--- src/rtl/aha_clk_div_sequencer_if.sv ---
// Ratio-change request/acknowledge handshake between a requester
// (software or power-management FSM) and aha_clk_div_sequencer.
interface aha_clk_div_sequencer_if;
  logic       sel_req;
  logic [2:0] sel_val;
  logic       sel_ack;
  logic       sel_err;
  logic       busy;

  modport master (
    output sel_req,
    output sel_val,
    input  sel_ack,
    input  sel_err,
    input  busy
  );

  modport slave (
    input  sel_req,
    input  sel_val,
    output sel_ack,
    output sel_err,
    output busy
  );
endinterface

--- src/rtl/aha_clk_div_sequencer.sv ---
// Power-of-two clock divider (N = 2^sel) with a glitch-free ratio-change
// sequencer: drain to a low phase, force a low gap, then load the new ratio.
module aha_clk_div_sequencer #(
  parameter int MAX_SEL    = 4,
  parameter int GAP_CYCLES = 2,
  parameter int RESET_SEL  = 1
) (
  input  logic                    i_clk_in,
  input  logic                    i_reset,
  aha_clk_div_sequencer_if.slave  s_if,
  output logic [2:0]              o_cur_sel,
  output logic                    o_q,
  output logic                    o_clk_en
);

  localparam int CNT_W = MAX_SEL - 1;
  localparam logic [CNT_W-1:0] GAP_LAST = CNT_W'(GAP_CYCLES - 1);
  localparam logic [2:0]       SEL_RST  = 3'(RESET_SEL);
  localparam logic [2:0]       SEL_MAX  = 3'(MAX_SEL);

  typedef enum logic [1:0] {
    S_RUN,
    S_DRAIN,
    S_GAP,
    S_LOAD
  } state_t;

  state_t           r_state;
  logic [CNT_W-1:0] r_cnt;
  logic [2:0]       r_cur_sel;
  logic [2:0]       r_pend;
  logic             r_q;
  logic             r_clk_en;
  logic             r_ack;
  logic             r_err;
  logic             r_busy;

  logic [CNT_W-1:0] w_half_m1;
  logic             w_tog;
  logic             w_bad;
  logic             w_take;

  assign w_half_m1 = CNT_W'((32'd1 << (r_cur_sel - 3'd1)) - 32'd1);
  assign w_tog     = (r_cnt == w_half_m1);
  assign w_bad     = (s_if.sel_val == 3'd0) || (s_if.sel_val > SEL_MAX);
  assign w_take    = s_if.sel_req && !r_busy;

  always_ff @(posedge i_clk_in or posedge i_reset) begin
    if (i_reset) begin
      r_state   <= S_RUN;
      r_cnt     <= '0;
      r_cur_sel <= SEL_RST;
      r_pend    <= SEL_RST;
      r_q       <= 1'b0;
      r_clk_en  <= 1'b0;
      r_ack     <= 1'b0;
      r_err     <= 1'b0;
      r_busy    <= 1'b0;
    end else begin
      r_ack <= 1'b0;
      r_err <= 1'b0;
      unique case (r_state)
        S_RUN: begin
          r_busy <= 1'b0;
          if (w_tog) begin
            r_cnt    <= '0;
            r_q      <= ~r_q;
            r_clk_en <= ~r_q;
          end else begin
            r_cnt    <= r_cnt + CNT_W'(1);
            r_clk_en <= 1'b0;
          end
          if (w_take) begin
            r_pend <= s_if.sel_val;
            r_busy <= 1'b1;
            if (w_bad) begin
              r_err <= 1'b1;
            end else if (s_if.sel_val == r_cur_sel) begin
              r_ack <= 1'b1;
            end else begin
              r_state <= S_DRAIN;
              // Already low: suppress the pending rise so no runt escapes.
              if (!r_q) begin
                r_q      <= 1'b0;
                r_clk_en <= 1'b0;
                r_cnt    <= r_cnt;
              end
            end
          end
        end
        S_DRAIN: begin
          r_clk_en <= 1'b0;
          if (!r_q) begin
            r_state <= S_GAP;
            r_cnt   <= '0;
          end else if (w_tog) begin
            r_cnt <= '0;
            r_q   <= 1'b0;
          end else begin
            r_cnt <= r_cnt + CNT_W'(1);
          end
        end
        S_GAP: begin
          r_q      <= 1'b0;
          r_clk_en <= 1'b0;
          if (r_cnt == GAP_LAST) begin
            r_state   <= S_LOAD;
            r_cnt     <= '0;
            r_cur_sel <= r_pend;
            r_ack     <= 1'b1;
          end else begin
            r_cnt <= r_cnt + CNT_W'(1);
          end
        end
        S_LOAD: begin
          r_state  <= S_RUN;
          r_cnt    <= '0;
          r_q      <= 1'b0;
          r_clk_en <= 1'b0;
          r_busy   <= 1'b0;
        end
      endcase
    end
  end

  assign s_if.sel_ack = r_ack;
  assign s_if.sel_err = r_err;
  assign s_if.busy    = r_busy;
  assign o_cur_sel    = r_cur_sel;
  assign o_q          = r_q;
  assign o_clk_en     = r_clk_en;

endmodule

--- src/flat_wrapper.sv ---
// flat-port wrapper written by rule: the top's interface ports become plain ports
module aha_clk_div_sequencer_flat 
#(
  parameter int MAX_SEL    = 4,
  parameter int GAP_CYCLES = 2,
  parameter int RESET_SEL  = 1
)
  (i_clk_in, i_reset, o_cur_sel, o_q, o_clk_en, s_if_sel_req, s_if_sel_val, s_if_sel_ack, s_if_sel_err, s_if_busy);
  aha_clk_div_sequencer_if s_if_i ();
  input  logic i_clk_in;
  input  logic i_reset;
  output logic [2:0] o_cur_sel;
  output logic o_q;
  output logic o_clk_en;
  input wire logic [$bits(s_if_i.sel_req)-1:0] s_if_sel_req;
  input wire logic [$bits(s_if_i.sel_val)-1:0] s_if_sel_val;
  output wire logic [$bits(s_if_i.sel_ack)-1:0] s_if_sel_ack;
  output wire logic [$bits(s_if_i.sel_err)-1:0] s_if_sel_err;
  output wire logic [$bits(s_if_i.busy)-1:0] s_if_busy;
  assign s_if_i.sel_req = s_if_sel_req;
  assign s_if_i.sel_val = s_if_sel_val;
  assign s_if_sel_ack = s_if_i.sel_ack;
  assign s_if_sel_err = s_if_i.sel_err;
  assign s_if_busy = s_if_i.busy;
  aha_clk_div_sequencer #(.MAX_SEL(MAX_SEL), .GAP_CYCLES(GAP_CYCLES), .RESET_SEL(RESET_SEL)) u_core (.i_clk_in(i_clk_in), .i_reset(i_reset), .s_if(s_if_i), .o_cur_sel(o_cur_sel), .o_q(o_q), .o_clk_en(o_clk_en));
endmodule
--- config.mk ---
export PLATFORM = sky130hd
export DESIGN_NAME = aha_clk_div_sequencer_flat
export DESIGN_NICKNAME = d
export VERILOG_FILES = /design/src/rtl/aha_clk_div_sequencer_if.sv /design/src/rtl/aha_clk_div_sequencer.sv /design/src/flat_wrapper.sv
export SDC_FILE = /design/constraint.sdc
export NUM_CORES = 1
export LEC_CHECK = 0
export ABC_AREA = 1
export BUFFER_PORTS_ARGS = -buffer_cell sky130_fd_sc_hd__buf_2
export CAP_MARGIN = 20
export CELL_PAD_IN_SITES_DETAIL_PLACEMENT = 1
export CELL_PAD_IN_SITES_GLOBAL_PLACEMENT = 2
export CORE_MARGIN = 5
export CORE_UTILIZATION = 32
export DETAILED_ROUTE_END_ITERATION = 8
export PLACE_DENSITY = 0.78
export SLEW_MARGIN = 10
export SYNTH_ARGS = -nofsm -noshare
export SYNTH_HDL_FRONTEND = slang
export SYNTH_SLANG_ARGS = --single-unit
export TNS_END_PERCENT = 20
--- constraint.sdc ---
create_clock -name i_clk_in -period 2.5 [get_ports i_clk_in]
set_input_delay 0.25 -clock i_clk_in [delete_from_list [all_inputs] [get_ports i_clk_in]]
set_output_delay 0.25 -clock i_clk_in [all_outputs]
set_load 0.01 [all_outputs]
==> results of run 1 <==
critical path: stages (launching register included):
cell	delay, ns
dfstp_2	0.58
nand3_1	0.11
ha_1	0.31
xor2_1	0.14
o21ai_1	0.09
nor2_2	0.18
ha_1	0.27
nand2_1	0.08
nand2_1	0.05
o21ai_1	0.12
power breakdown:
group | internal, mW | switching, mW
logic | 0.271 | 0.454
registers | 0.379 | 0.113
clock network | 0.0887 | 0.0886
per-stage QoR:
stage	cells	power [mW]	instance area (sq um)	hold WS, ns
after floorplan	129	1.02	1010	0.162
after global placement	185	1.21	1130	0.376
after detailed placement	185	1.24	1130	0.394
after CTS	189	1.42	1160	0.0651
after global routing	189	1.57	1160	0.0977
final	189	1.39	1160	0.0465
cells by family after synthesis:
group | synth area share, %
adders and majority gates | 13.6
AOI/OAI and AO/OA | 8.89
DFF | 39.8
xor gates and xnor gates | 2.59
and+or+nand+nor | 26.9
buffers and inverters | 8.27
area by class of cell:
type	instances	area [sq um]
clock buffer	4	36.3
fill	410	1890
inverter	21	78.8
multi-input combinational	91	527
sequential	16	403
tap	44	55.1
timing repair buffer	13	65.1
cells in the mapped netlist, types with 2 or more instances:
library cell  instances  area share (%)
nand2_1              31              11
inv_1                17             6.3
nand3_1              15             7.4
dfrtp_1              14              35
ha_1                 11              14
nor2_1                9             3.3
o21ai_0               5             2.5
inv_2                 4             1.5
a21oi_1               3             1.5
nand2_2               3             1.9
a21oi_2               2             1.7
dfstp_2               2             5.2
nor2_2                2             1.2
o21ai_1               2            0.99
xor2_1                2             1.7
worst min path at each step:
stage / from / end / cells past startpoint / slack (ns)
finish: i_reset / u_core.o_cur_sel[1]$_DFFE_PP0P_ / 2 / 0.05
global route: i_reset / u_core.o_q$_DFF_PP0_ / 2 / 0.1
CTS: i_reset / u_core.o_q$_DFF_PP0_ / 2 / 0.07
detailed placement: i_reset / u_core.s_if.busy$_DFFE_PP0P_ / 2 / 0.39
global placement: i_reset / u_core.s_if.busy$_DFFE_PP0P_ / 2 / 0.38
floorplan: i_reset / u_core.o_clk_en$_DFF_PP0_ / 1 / 0.16
routing by layer:
metal	up-vias	routed length, um
li1	439	-
met1	432	1110
met2	10	1170
met3	4	72
met4	0	27
met5	-	0
layout by cell type, fill, tap and decap left out, drive strengths merged, types with 4 or more instances in the layout:
cell / count
a21oi: 5
ha: 11
dfrtp: 14
buf: 13
clkbuf: 4
o21ai: 7
nand2: 34
nor2: 11
nand3: 16
inv: 21
flip-flops by register name, indices dropped and copies added, names as in the netlist:
| signal | count |
|---|---|
| u_core.r_pend | 3 |
| u_core.r_state | 2 |
| u_core.s_if.sel_ack | 1 |
| u_core.o_cur_sel | 3 |
| u_core.o_clk_en | 1 |
| u_core.s_if.busy | 1 |
| u_core.r_cnt | 3 |
| u_core.o_q | 1 |
| u_core.s_if.sel_err | 1 |
==> flow_summary.json, run 1 <==
{
  "syn_avg_cell_area_sq_um": 7.86,
  "grt_max_degree": 17,
  "cp_max_fo": 5,
  "fin_util_pct": 38.2,
  "synthesis.area_sq_um": 1010,
  "yosysWarnings": 0,
  "worstReg2RegEnd": "u_core.o_q$_DFF_PP0_",
  "insertion_delay_ns": 0.29,
  "portBuffers": 13,
  "routabilityCongestion": 0.791,
  "dr.pass1.iters": 2,
  "period_needed_ns": 2.00,
  "setup_viol": 0,
  "dpl_worst_slack_ns": 0.509,
  "cts_buffer_depth": 2,
  "p_leak_nw": 0.648,
  "synthCells": 129,
  "clock-sinks": 16,
  "globalRouteOverflowTotal": 0,
  "worst_setup_path_end_kind": "flip-flop",
  "cts-root-buf": "clkbuf_4",
  "synth_nets": 146,
  "ff2ff_path_depth": 9,
  "vias": 885,
  "grt_pass1_vias": 956,
  "drc": 0,
  "use_met1_pct": 15.9,
  "hpwl_mm": 1.90,
  "hold_path_class": "primary input to async pin",
  "status": "complete, no violations",
  "fp.coreArea_sq_um": 3050,
  "finalHoldViolations": 0,
  "grt_usage_pct": 13.1,
  "maxSlewViolCount": 0,
  "gr-usage-met3_pct": 2.38,
  "fin_nets": 163,
  "fmax_ghz": 0.500,
  "dieArea_sq_um": 4390,
  "num_io_pins": 14,
  "cts_tree": "built",
  "route.antenna.remaining_nets": 0,
  "ys_seq_area_share_pct": 39.8,
  "endpoint": "u_core.o_q$_DFF_PP0_",
  "antenna_found_initial": 0,
  "fin_crit_sh_pct": 80.0,
  "rsz0062_at_grt": "false",
  "postCtsHoldBufs": 0,
  "diodes": 0,
  "synth_cell_types": 22,
  "r2r_slack_ns": 0.50,
  "die_h_um": 66.3,
  "drive_gt1_share_pct": 21.4,
  "worst_pin_slew_ns": 0.679,
  "globalRoute.busiestLayer": "met2",
  "h-tree-depth": 1,
  "cts_resized": 0,
  "maxCapViolations": 0,
  "initial_core_util_pct": 33.2,
  "skew_ns": 0.00583,
  "startpoint_type": "flip-flop",
  "fin_tns_setup_ns": 0,
  "clk_pin_slew_ns": 0.10,
  "grt_pass1_wl_mm": 4.40,
  "syn2layout_area_growth_pct": 14.9,
  "fp.dieW_um": 66.3,
  "ys_seq_elements": 16,
  "grt_util_met2_pct": 22.6,
  "rows": 20,
  "totalWireLength_mm": 2.38,
  "required_ns": 2.73,
  "ys.flop_type": "dfrtp_1",
  "p_per_area_nw_per_um2": 1200,
  "slew_headroom_pct": 54.7,
  "ir_worst_vdd_uv": 425,
  "cts_made_buffers": 3,
  "critPathKind": "flip-flop to flip-flop",
  "async_flop_share_pct": 100,
  "rr_startpoint": "u_core.o_cur_sel[0]$_DFFE_PP1P_",
  "wl_per_cell_um": 12.6,
  "post-cts-setup-buffers": 0,
  "setup_slack_ns": 0.499,
  "setup.worst_path.start": "u_core.o_cur_sel[0]$_DFFE_PP1P_",
  "arrival_ns": 2.23,
  "drt_iter0_markers": 31,
  "synth-edff-count": 0,
  "viasPerCell": 4.68
}
(Power assumes the default switching activity.)
==> run 2, diff against run 1 <==
==> constraint.sdc (replaced) <==
create_clock -name i_clk_in -period 1.9 [get_ports i_clk_in]
set_input_delay 0.19 -clock i_clk_in [delete_from_list [all_inputs] [get_ports i_clk_in]]
set_output_delay 0.19 -clock i_clk_in [all_outputs]
set_load 0.01 [all_outputs]
==> run 2 against run 1 <==
Power grew 44%. Register-to-register slack worse by 0.48 ns. Worst hold slack lost 0.061 ns. Cell area is 8.2% higher. Largest cell class unchanged. Clock power about the same. The run now ends with negative hold slack left. Critical path type unchanged. Setup slack worse by 0.48 ns. Clock-buffer cell count shrank 1. Critical path depth is the same. Utilization increased by 3.1 points. Wire length up 3.6%. Global-route usage shrank 0.14 points. Final cell count rose by 3.2%.
==> flow_summary.json, run 2 (synthesized netlist as in run 1, its figures left out) <==
{
  "hpwl_mm": 1.96,
  "drive_gt1_share_pct": 29.8,
  "maxSlewViolCount": 0,
  "final_cell_mix": "29 x nand2_1, 16 x inv_1, 14 x dfrtp_1, 13 x nand3_1, 13 x buf_2",
  "skew_ns": 0.00126,
  "rsz0062_at_grt": "true",
  "totalWireLength_mm": 2.47,
  "dp.cells": 188,
  "initial_core_util_pct": 33.2,
  "ir_worst_vdd_uv": 648,
  "postLayoutCellArea_sq_um": 1260,
  "cts_tree": "built",
  "grt_usage_pct": 13.0,
  "route.antenna.remaining_nets": 0,
  "setup_viol": 0,
  "critPathKind": "flip-flop to flip-flop",
  "dieArea_sq_um": 4390,
  "routabilityCongestion": 0.781,
  "period_needed_ns": 1.88,
  "insertion_delay_ns": 0.28,
  "antenna_found_initial": 0,
  "violations": "negative hold slack",
  "cts-root-buf": "clkbuf_4",
  "finalHoldViolations": 14,
  "syn2layout_area_growth_pct": 24.3,
  "postCtsHoldBufs": 0,
  "drt_iter0_markers": 15,
  "fp.dieW_um": 66.3,
  "num_io_pins": 14,
  "drc": 0,
  "cts_made_buffers": 3,
  "worst_setup_path_end_kind": "flip-flop",
  "rows": 20,
  "p_leak_nw": 0.679,
  "diodes": 0,
  "globalRouteOverflowTotal": 0,
  "grt_max_degree": 17,
  "fin_crit_sh_pct": 98.9,
  "p_per_area_nw_per_um2": 1590,
  "h-tree-depth": 1,
  "portBuffers": 13,
  "slew_headroom_pct": 56.5,
  "grt_pass1_vias": 1016,
  "startpoint_type": "flip-flop",
  "arrival_ns": 2.09,
  "required_ns": 2.11,
  "fmax_ghz": 0.532,
  "clock-sinks": 16,
  "fp.coreArea_sq_um": 3050,
  "hold_ws_ns": -0.0144,
  "dpl-instance-area_sq_um": 1150,
  "grt_pass1_wl_mm": 4.40,
  "wl_per_cell_um": 12.7,
  "status": "complete, but fails checks",
  "maxCapViolations": 0,
  "worst_pin_slew_ns": 0.652,
  "fin_nets": 170,
  "viasPerCell": 4.72,
  "cp_max_fo": 3,
  "cts_buffer_depth": 2,
  "clk_pin_slew_ns": 0.09,
  "final_cells": 195,
  "final_common_cell": "nand2_1",
  "vias": 920,
  "die_h_um": 66.3,
  "dpl_worst_slack_ns": -0.0425,
  "hold_path_class": "primary input to async pin",
  "setup_slack_ns": 0.0205,
  "dr.pass1.iters": 2
}
-- run 2: cell count changes in the layout (fill, tap and decap cells not counted), sizes merged --
| cell | before | now |
|---|---|---|
| buf | 13 | 20 |
| clkbuf | 4 | 3 |
-- run 2: layer usage --
layer	up-vias	track usage, %	wire length, um
met5	-	0	0
met4	0	6.09	35
met3	4	2.21	46
met2	10	22.7	1300
met1	454	15.2	1090
li1	452	-	-
-- run 2: critical path, cell delays in order, from the launching register on --
cell and delay (ns):
dfstp_2 0.59, nand3_4 0.09, ha_4 0.27, xor2_1 0.16, o21ai_2 0.09, nor2_4 0.16
ha_4 0.21, nand2_1 0.06, nand2_1 0.05, o21ai_1 0.11
-- run 2: final cells by class --
cell class | count | area (sq um)
fillers | 401 | 1790
multi-input cells | 91 | 583
flip-flops and latches | 16 | 403
repair buffers | 20 | 118
inverters | 21 | 78.8
well taps | 44 | 55.1
clock buffers | 3 | 22.5
-- run 2: what timing repair did --
action	CTS	global route
pin swaps	2	5
gates resized for setup	6	5
buffers inserted	1	3
setup endpoints to repair	1	3
-- run 2: power by group --
group / internal, mW / switching, mW / total (mW)
clock: 0.0735 / 0.107 / 0.180
sequential: 0.499 / 0.155 / 0.655
combinational: 0.482 / 0.688 / 1.17
total: 1.05 / 0.950 / 2.00
-- run 2: worst paths after layout --
check / startpoint / end / slack [ns] / cells past startpoint
min in group i_clk_in: s_if_sel_val[0] / u_core.r_pend[0]$_DFFE_PP1P_ / 0.19 / 3
setup / recovery: u_core.o_cur_sel[0]$_DFFE_PP1P_ / u_core.o_q$_DFF_PP0_ / 0.02 / 9
hold / removal: i_reset / u_core.o_clk_en$_DFF_PP0_ / -0.01 / 2
hold reg to reg: u_core.s_if.busy$_DFFE_PP0P_ / u_core.s_if.busy$_DFFE_PP0P_ / 0.51 / 2
max in group asynchronous: i_reset / u_core.r_pend[2]$_DFFE_PP0P_ / 1.50 / 2
setup reg to reg: u_core.o_cur_sel[0]$_DFFE_PP1P_ / u_core.o_q$_DFF_PP0_ / 0.02 / 9
-- run 2: per-stage QoR --
| stage | power [mW] | hold WS [ns] | utilization, % | setup TNS, ns |
|---|---|---|---|---|
| after floorplan | 1.34 | 0.102 | - | 0 |
| after global placement | 1.63 | 0.317 | 37.7 | 0 |
| after detailed placement | 1.67 | 0.332 | 37.7 | -0.0425 |
| after CTS | 1.95 | 0.00828 | 39.7 | 0 |
| after global routing | 2.23 | 0.0409 | 41.3 | -0.0666 |
| final | 2.00 | -0.0144 | 41.3 | 0 |
